**src/rtl/pc_pkg.sv**
```systemverilog
// Shared constants, S2 state encoding and saturating-add helpers for the popcount accumulator.
// Pure package; no timing or flow control of its own.
package pc_pkg;

  localparam int CNT15_W    = 4;
  localparam int SUM_W_DEF  = 16;
  localparam int WCNT_W_DEF = 8;

  typedef enum logic {
    S2_ACCUM = 1'b0,
    S2_FULL  = 1'b1
  } s2_state_t;

  // a + b clamped to the all-ones value of a w-bit field (w <= 32)
  function automatic logic [31:0] sat_add(input logic [31:0] a, input logic [31:0] b,
                                          input int unsigned w);
    logic [32:0] sum;
    logic [32:0] max;
    sum = {1'b0, a} + {1'b0, b};
    max = (33'd1 << w) - 33'd1;
    return (sum > max) ? max[31:0] : sum[31:0];
  endfunction

  // true when a + b would exceed a w-bit field, i.e. sat_add clamped
  function automatic logic sat_hit(input logic [31:0] a, input logic [31:0] b,
                                   input int unsigned w);
    logic [32:0] sum;
    logic [32:0] max;
    sum = {1'b0, a} + {1'b0, b};
    max = (33'd1 << w) - 33'd1;
    return (sum > max);
  endfunction

endpackage

```
**src/rtl/pc_sn_15_4.sv**
```systemverilog
// 15-input parallel counter: bits sorted by a compare-exchange network, thermometer edge encoded.
// Purely combinational, zero latency; no flow control.
module pc_sn_15_4
  import pc_pkg::*;
(
  input  logic [14:0]         bits,
  output logic [CNT15_W-1:0]  cnt
);

  logic [14:0] therm;
  logic [15:0] therm_ext;
  logic        hi;
  logic        lo;

  // Odd-even transposition network: 15 stages fully sort 15 single-bit lanes, ones toward bit 0
  always_comb begin
    therm = bits;
    hi    = 1'b0;
    lo    = 1'b0;
    for (int s = 0; s < 15; s++) begin
      for (int i = s % 2; i < 14; i += 2) begin
        hi           = therm[i] | therm[i+1];
        lo           = therm[i] & therm[i+1];
        therm[i]     = hi;
        therm[i+1]   = lo;
      end
    end
  end

  assign therm_ext = {1'b0, therm};

  // Exactly one 1->0 boundary exists in the sorted vector; its position is the count
  always_comb begin
    cnt = '0;
    for (int k = 1; k <= 15; k++) begin
      if (therm_ext[k-1] && !therm_ext[k]) begin
        cnt = cnt | CNT15_W'(k);
      end
    end
  end

endmodule

```
**src/rtl/pc_accum_15.sv**
```systemverilog
// Per-frame popcount accumulator: S1 counts a word, S2 accumulates; result 2 cycles after last word.
// in_ready falls only when a last word sits in S1 while an unconsumed result is held.
module pc_accum_15
  import pc_pkg::*;
#(
  parameter int SUM_W  = SUM_W_DEF,
  parameter int WCNT_W = WCNT_W_DEF
) (
  input  logic              clk,
  input  logic              rst_n,
  input  logic              in_valid,
  output logic              in_ready,
  input  logic [14:0]       in_data,
  input  logic              in_last,
  output logic              out_valid,
  input  logic              out_ready,
  output logic [SUM_W-1:0]  out_sum,
  output logic [WCNT_W-1:0] out_words,
  output logic              out_sat
);

  logic [CNT15_W-1:0] pc_cnt;
  logic               s1_valid;
  logic               s1_last;
  logic [CNT15_W-1:0] s1_cnt;

  logic [SUM_W-1:0]   acc;
  logic [WCNT_W-1:0]  words;
  logic               sat_q;

  logic [SUM_W-1:0]   sum_nxt;
  logic [WCNT_W-1:0]  words_nxt;
  logic               sat_new;

  logic               in_fire;
  logic               s2_accept;
  logic               last_accept;
  logic               out_fire;

  s2_state_t          state_q;
  s2_state_t          state_d;

  pc_sn_15_4 u_pc (
    .bits (in_data),
    .cnt  (pc_cnt)
  );

  // A last word may only leave S1 if the result register is free or being drained this cycle
  assign s2_accept   = s1_valid & ~(s1_last & out_valid & ~out_ready);
  assign in_ready    = ~s1_valid | s2_accept;
  assign in_fire     = in_valid & in_ready;
  assign last_accept = s2_accept & s1_last;
  assign out_fire    = out_valid & out_ready;
  assign out_valid   = (state_q == S2_FULL);

  always_ff @(posedge clk or negedge rst_n) begin
    if (!rst_n) begin
      s1_valid <= 1'b0;
      s1_last  <= 1'b0;
      s1_cnt   <= '0;
    end else if (in_fire) begin
      s1_valid <= 1'b1;
      s1_last  <= in_last;
      s1_cnt   <= pc_cnt;
    end else if (s2_accept) begin
      s1_valid <= 1'b0;
    end
  end

  assign sum_nxt   = SUM_W'(sat_add(32'(acc), 32'(s1_cnt), SUM_W));
  assign words_nxt = WCNT_W'(sat_add(32'(words), 32'd1, WCNT_W));
  assign sat_new   = sat_hit(32'(acc), 32'(s1_cnt), SUM_W) |
                     sat_hit(32'(words), 32'd1, WCNT_W);

  always_ff @(posedge clk or negedge rst_n) begin
    if (!rst_n) begin
      state_q <= S2_ACCUM;
    end else begin
      state_q <= state_d;
    end
  end

  always_comb begin
    state_d = state_q;
    case (state_q)
      S2_ACCUM: if (last_accept) state_d = S2_FULL;
      S2_FULL:  if (out_fire && !last_accept) state_d = S2_ACCUM;
      default:  state_d = S2_ACCUM;
    endcase
  end

  always_ff @(posedge clk or negedge rst_n) begin
    if (!rst_n) begin
      acc       <= '0;
      words     <= '0;
      sat_q     <= 1'b0;
      out_sum   <= '0;
      out_words <= '0;
      out_sat   <= 1'b0;
    end else if (s2_accept) begin
      if (s1_last) begin
        out_sum   <= sum_nxt;
        out_words <= words_nxt;
        out_sat   <= sat_q | sat_new;
        acc       <= '0;
        words     <= '0;
        sat_q     <= 1'b0;
      end else begin
        acc       <= sum_nxt;
        words     <= words_nxt;
        sat_q     <= sat_q | sat_new;
      end
    end
  end

endmodule

```
**config.mk**
```make
export PLATFORM = sky130hd
export DESIGN_NAME = pc_accum_15
export DESIGN_NICKNAME = d
export VERILOG_FILES = /design/src/rtl/pc_pkg.sv /design/src/rtl/pc_sn_15_4.sv /design/src/rtl/pc_accum_15.sv
export SDC_FILE = /design/constraint.sdc
export NUM_CORES = 1
export LEC_CHECK = 0
export ABC_AREA = 1
export CAP_MARGIN = 20
export CORE_AREA = 3 3 122 124
export DETAILED_ROUTE_END_ITERATION = 10
export DIE_AREA = 0 0 125 127
export GPL_TIMING_DRIVEN = 0
export SLEW_MARGIN = 40
export SYNTH_ARGS = -nofsm -noshare
export SYNTH_HDL_FRONTEND = slang
export SYNTH_SLANG_ARGS = --single-unit
```
**constraint.sdc**
```tcl
create_clock -name clk -period 2.7 [get_ports clk]
set_clock_uncertainty 0.05 [all_clocks]
set_input_delay 0.54 -clock clk [delete_from_list [all_inputs] [get_ports clk]]
set_output_delay 0.54 -clock clk [all_outputs]
set_load 0.05 [all_outputs]
```
==> results.py, run 1 <==
metrics = {
    "detailed_routing": {
        "via_per_inst": 4.48,
        "dr_total_vias": 4435,
        "postRouteAntennaNets": 0,
        "wl_per_cell_um": 10.5,
        "drc": 0,
        "drt_wl_total_um": 10400,
        "dr.pass1.iters": 4,
        "drtIter0Drc": 135,
    },
    "power": {
        "cell_internal_pwr_w": 0.00232,
        "power.share.clock_pct": 29.3,
        "p_sw_share_pct": 38.2,
        "p_sw_w": 0.00143,
        "seqPwrFrac_pct": 29.7,
        "ir_drop_mv": 0.318,
        "power_density_mw_per_mm2": 587,
        "p_leak_nw": 3.02,
        "power_frac_comb_pct": 41.0,
    },
    "clock_tree": {
        "clock_sinks": 57,
        "cts_tree": "built",
        "clockBufferDepth": 2,
        "cts_hold_buf": 0,
        "cts_made_buffers": 9,
        "htreeDepth": 3,
        "clk_pin_slew_ns": 0.05,
        "clock_latency_ns": 0.32,
        "cts_root_buffer": "clkbuf_16",
    },
    "yosys": {
        "syn_area_per_cell_um2": 6.08,
        "netlist_instances": 729,
        "yosysSeqAreaShare_pct": 32.2,
        "ys_warn_count": 0,
        "synth.area.top_cells": "dfrtp_1, nand2_1, nor2_1",
        "syn_area_mm2": 0.00443,
        "synth_top_cell_area_share_pct": 32.2,
        "synth_cell_types": 30,
        "ys_ff_latch": 57,
        "synthesis.nets": 769,
        "yosys.area.top_type": "dfrtp_1",
    },
    "timing": {
        "max-slew-margin-rel_pct": 55.1,
        "worstMarginPinSlew_ns": 0.671,
        "fmax_mhz": 342,
        "finalMaxSlewViolations": 0,
        "setup_ws_ns": -0.228,
        "setup_viol": 4,
        "rsz0062_at_grt": "true",
        "finalHoldViolCount": 0,
        "layout_min_cycle_time_ns": 2.93,
        "tns_ns": -0.773,
        "whs_ns": 0.0718,
        "fin_crit_sh_pct": 108,
    },
    "floorplanning": {
        "initial_core_util_pct": 31.9,
        "die_h_um": 127,
        "rows": 43,
        "pin_count": 47,
        "die_area_mm2": 0.0159,
        "die_w_um": 125,
        "core_mm2": 0.0139,
    },
    "cells_and_area": {
        "antenna_cells": 0,
        "layout-drive-gt1-share_pct": 32.2,
        "area_delta_synth_final_pct": 44.3,
        "final_cell_mix": "nand2_1, nor2_1, inv_1",
        "final_common_cell": "nand2_1",
        "nets": 845,
    },
    "placement": {
        "dp_hpwl_um": 7690,
        "numPortBuffers": 46,
        "place_ws_ns": -1.01,
        "gp_congestion": 0.797,
    },
    "worst_setup_path": {
        "crit_buf_inv": 2,
        "arrival_ns": 3.09,
        "cp.required_ns": 2.86,
        "critPathSlowestCell": "or2_4",
        "reg2regPathDepth": 13,
        "crit_fanout": 4,
        "reg2reg_to": "acc[7]$_DFFE_PN0P_",
        "worstSetupPathType": "primary input to register",
        "regToRegSetupSlack_ns": 0.26,
        "crit_family": "simple AND/OR/NAND/NOR gates",
        "cp_num_cells": 22,
        "critical-path-max-stage-delay_ns": 0.26,
        "critPathLaunchType": "primary input",
        "crit_path_end_kind": "register",
        "crit-reg2reg-launch": "s1_cnt[0]$_DFFE_PN0P_",
        "crit_chain": "buf_8 -> nor2_4 -> nand2_4 -> inv_4 -> nor2_4 -> nor2_4 -> nand2_2 -> nor2_4 -> nand2_2 -> nand2_2 -> nand2_2 -> nor2_4 -> nand2_2 -> nor2_2 -> nor2_2 -> nand2_1 -> ha_1 -> or2_4 -> a211oi_2 -> o2111ai_1 -> nor2_1 -> nor2_1",
    },
    "global_route": {
        "grt_pass1_vias": 4323,
        "grt_util_met1_pct": 16.0,
        "grt_start_max_net_pins": 32,
        "antenna_found_initial": 0,
        "overflow": 0,
        "use_met3_pct": 2.09,
        "grt_busiest_layer": "met2",
        "track_usage_pct": 13.0,
        "grt_util_met2_pct": 23.9,
        "grt_pass1_wl_um": 17900,
    },
    "min_path": {
        "min_path_type": "primary input to asynchronous set/reset pin",
    },
    "outcome": {
        "violations": "setup timing",
        "status": "finished with violations",
    },
    "run": {
        "cap_violations": 0,
    },
}
[synthesized netlist by cell type]
cell type  count
o21ai_0       37
nand2_1      267
a22o_1         2
a211oi_1       2
nor2_1       169
fa_1           1
o22ai_1        7
inv_2          1
inv_1         74
a21oi_2        1
o2111ai_1      1
xnor2_1        1
nor3_1         9
o21ai_1        2
dfrtp_1       57
or2_2          2
o211ai_1       1
clkinv_1       1
nand3_1       11
a21boi_0       1
nand2_2        2
ha_1          19
buf_2          1
nor2_2        20
nand3b_1       1
clkbuf_1       7
nand4_1        9
a31oi_1        2
a21oi_1        8
xor2_1        13
[worst register-to-register path, delay by kind of cell (launching register included)]
family / cells / cell delay, ns
and+or+nand+nor: 8 / 0.74
adders and majority gates: 2 / 0.64
DFF: 1 / 0.38
buffers and inverters: 1 / 0.26
AOI/OAI and AO/OA: 2 / 0.25
[cell families (layout without fill, tap and decap cells)]
group / Yosys count / count (layout) / share of synthesized area [%]
fa+ha+maj: 20 / 20 / 5.82
buf+inv: 84 / 165 / 7.14
flops: 57 / 57 / 32.2
compound gates: 64 / 64 / 8.05
simple gates: 490 / 490 / 44.0
xor+xnor: 14 / 14 / 2.77
[final cells by class]
type	instances	area, µm²
Tap cell	180	225
Fill cell	1402	7490
Multi-Input combinational cell	588	3490
Clock buffer	11	243
Sequential cell	57	1430
Timing Repair Buffer	65	631
Inverter	76	290
Clock inverter	5	55.1
Buffer	8	31.3
[timing repair]
item,4_1_cts,5_1_grt
gates resized for setup,156,177
endpoints found under the hold margin,0,0
setup buffers,16,2
setup endpoints to repair,4,5
pin swaps,99,81
[routing by layer]
layer | vias to the layer above | part of all wire (%)
met5 | - | 0
met4 | 0 | 1.2
met3 | 9 | 2.3
met2 | 45 | 52
met1 | 1961 | 45
li1 | 2420 | -
[power by group through the flow]
stage	clock, W	sequential, W	combinational (W)
final	0.00110	0.00111	0.00154
after global routing	0.00117	0.00114	0.00172
after CTS	0.00113	0.00112	0.00140
after detailed placement	0	0.00113	0.00132
after global placement	0	0.00112	0.00131
after floorplan	0	0.00134	0.000737
[how the worst max path moves through the flow]
stage | startpoint | endpoint | slack [ns]
final | in_data[13] | s1_cnt[2]$_DFFE_PN0P_ | -0.23
after global routing | in_data[13] | s1_cnt[2]$_DFFE_PN0P_ | -0.51
after detailed placement | in_data[6] | s1_cnt[2]$_DFFE_PN0P_ | -1.01
after floorplan | in_data[13] | s1_cnt[2]$_DFFE_PN0P_ | -0.19
after CTS | in_data[8] | s1_cnt[2]$_DFFE_PN0P_ | -0.23
after global placement | in_data[7] | s1_cnt[2]$_DFFE_PN0P_ | -0.98
[per-stage QoR]
stage / area (µm²) / utilization [%] / total power, W / cells
finish: 6390 / 46.1 / 0.00375 / 990
detailed placement: 5160 / 37.2 / 0.00245 / 956
CTS: 5780 / 41.7 / 0.00365 / 988
global placement: 5140 / 37.0 / 0.00244 / 955
floorplan: 4460 / - / 0.00207 / 729
global route: 6390 / 46.1 / 0.00403 / 990
[sequential cells by signal, summed over array words and instances, names as in the netlist, 4 cells and up]
signal and count:
words 8, s1_cnt 4, out_sum 16, acc 16, out_words 8
(Power assumes the default switching activity.)
==> run 2: changes to the inputs <==
Settings changed: DONT_BUFFER_PORTS set to 1, REMOVE_ABC_BUFFERS set to 1.
Clock period 2.7 ns to 3.57 ns, I/O delays scaled along.
==> run 2 against run 1 <==
Net effect: the run now ends clean; final cell count fell by 7.6%; sequential cell count stayed put; hold slack lost 0.043 ns; power is 33% lower; wire length decreased by 14%; critical path depth fell by 1; first-iteration DRC count is 6.7% higher; via count fell by 10%; worst setup slack improved by 0.68 ns; die area stayed put; register-to-register slack better by 0.63 ns; critical path type unchanged; critical endpoint unchanged; largest power group is now registers.
==> results.py, run 2 (same netlist as run 1, synthesis figures left out) <==
metrics = {
    "outcome": {
        "status": "complete, no violations",
    },
    "cells_and_area": {
        "antenna_cells": 0,
        "nets": 772,
        "final_common_cell": "nand2_1",
        "nFillCells": 1559,
        "reg_top3": "acc: 16 flops, out_sum: 16 flops",
        "stdcell_count": 915,
        "stdcell_area_mm2": 0.00493,
        "final_cell_mix": "nand2_1, nor2_1, inv_1",
        "area_delta_synth_final_pct": 11.2,
        "layout-drive-gt1-share_pct": 6.26,
    },
    "clock_tree": {
        "cts_root_buffer": "clkbuf_16",
        "cts_tree": "built",
        "clockBufferDepth": 2,
        "cts_made_buffers": 9,
        "clock_sinks": 57,
        "clk_pin_slew_ns": 0.05,
        "post-cts-setup-buffers": 0,
        "clock_latency_ns": 0.33,
        "htreeDepth": 3,
    },
    "timing": {
        "max-slew-margin-rel_pct": 50.5,
        "fin_crit_sh_pct": 87.4,
        "worstMarginPinSlew_ns": 0.740,
        "setup_viol": 0,
        "finalHoldViolCount": 0,
        "fmax_mhz": 320,
        "tns_ns": 0,
        "finalMaxSlewViolations": 0,
        "rsz0062_at_grt": "false",
        "layout_min_cycle_time_ns": 3.12,
    },
    "placement": {
        "dpl.cell_count": 901,
        "numPortBuffers": 0,
        "gp_congestion": 0.783,
        "dp_hpwl_um": 6940,
        "placed_area_mm2": 0.00463,
    },
    "run": {
        "cap_violations": 0,
    },
    "worst_setup_path": {
        "cp.required_ns": 3.73,
        "critPathLaunchType": "primary input",
        "crit_fanout": 4,
        "crit_family": "simple AND/OR/NAND/NOR gates",
        "crit_path_end_kind": "register",
        "critPathSlowestCell": "or2_2",
        "path_common_cell": "nand2_1",
        "worstSetupPathType": "primary input to register",
        "crit_chain": "nor2_2 -> nand2_1 -> inv_1 -> nor2_2 -> nor2_1 -> nor2_2 -> nand2_1 -> nand2_1 -> nand2_1 -> o21ai_0 -> nor2_1 -> nand2_1 -> nor2_2 -> nand2_1 -> nor2_1 -> ha_1 -> or2_2 -> a211oi_1 -> o2111ai_1 -> nor2_1 -> nor2_1",
        "arrival_ns": 3.28,
        "crit_buf_inv": 1,
        "regToRegSetupSlack_ns": 0.89,
        "critical-path-max-stage-delay_ns": 0.31,
    },
    "global_route": {
        "track_usage_pct": 11.9,
        "antenna_found_initial": 0,
        "grt_pass1_vias": 3912,
        "overflow": 0,
        "grt_start_max_net_pins": 58,
        "grt_pass1_wl_um": 16300,
    },
    "min_path": {
        "min_path_type": "primary input to asynchronous set/reset pin",
    },
    "detailed_routing": {
        "dr.pass1.iters": 4,
        "drc": 0,
        "via_per_inst": 4.35,
        "drt_wl_total_um": 8940,
        "drtIter0Drc": 144,
        "postRouteAntennaNets": 0,
        "dr_total_vias": 3976,
        "wl_per_cell_um": 9.77,
    },
    "floorplanning": {
        "pin_count": 47,
        "rows": 43,
        "die_w_um": 125,
        "core_mm2": 0.0139,
        "die_area_mm2": 0.0159,
        "initial_core_util_pct": 31.9,
        "die_h_um": 127,
    },
    "power": {
        "power_density_mw_per_mm2": 511,
        "fin_total_pwr_w": 0.00252,
        "p_leak_nw": 2.59,
        "ir_drop_mv": 0.251,
    },
}
run 2: what timing repair did:
item / 4_1_cts / 5_1_grt
hold buffers: 0 / 0
endpoints found under the setup margin: 0 / 2
gates resized for setup: 0 / 5
run 2: per-layer routing:
layer	up-vias	wire length (µm)	GRT usage [%]	part of all wire [%]
met5	-	0	0	0
met3	10	263	2.05	2.9
li1	2262	-	-	-
met4	0	132	3.89	1.5
met2	54	3990	19.8	45
met1	1650	4560	15.7	51
run 2: worst paths after layout:
| path | end | cells after the start | start |
|---|---|---|---|
| min in group clk | acc[2]$_DFFE_PN0P_ | 2 | acc[2]$_DFFE_PN0P_ |
| max | s1_cnt[2]$_DFFE_PN0P_ | 21 | in_data[13] |
| max reg2reg | sat_q$_DFFE_PN0P_ | 12 | acc[0]$_DFFE_PN0P_ |
| min reg2reg | acc[2]$_DFFE_PN0P_ | 2 | acc[2]$_DFFE_PN0P_ |
| min | out_words[4]$_DFFE_PN0P_ | 0 | rst_n |
| max in group asynchronous | acc[0]$_DFFE_PN0P_ | 0 | rst_n |
run 2: cell type report:
type	instances	area, µm²	share of cell area [%]
tap	180	225	4.57
sequential	57	1430	28.9
inverter	76	285	5.79
multi-input combinational	588	2710	54.9
clock buffer	10	239	4.85
clock inverter	4	45.0	0.914
run 2: where the power goes:
| group | internal [W] | switching, W | total, W |
|---|---|---|---|
| Clock | 0.000546 | 0.000282 | 0.000827 |
| Sequential | 0.000761 | 0.000265 | 0.00103 |
| Combinational | 0.000252 | 0.000411 | 0.000662 |
run 2: stage by stage:
stage               worst slack [ns]  utilization [%]  hold WS (ns)
floorplan                      0.398                -         0.368
global placement             -0.0624             33.3         0.370
detailed placement            0.0804             33.4         0.370
CTS                            0.423             35.4        0.0221
global route                  0.0127             35.5        0.0224
finish                         0.449             35.5        0.0287
run 2: worst reg2reg max path, stage by stage, from the launching register on:
cell and delay, ns:
dfrtp_1 0.35, ha_1 0.19, fa_1 0.22, nand3_1 0.08, nand3_1 0.11, nand2_1 0.08, nor3_1 0.30, nand2_1 0.12
nor2_1 0.20, nand3_1 0.41, nand4_1 0.30, o211ai_1 0.11, inv_1 0.09
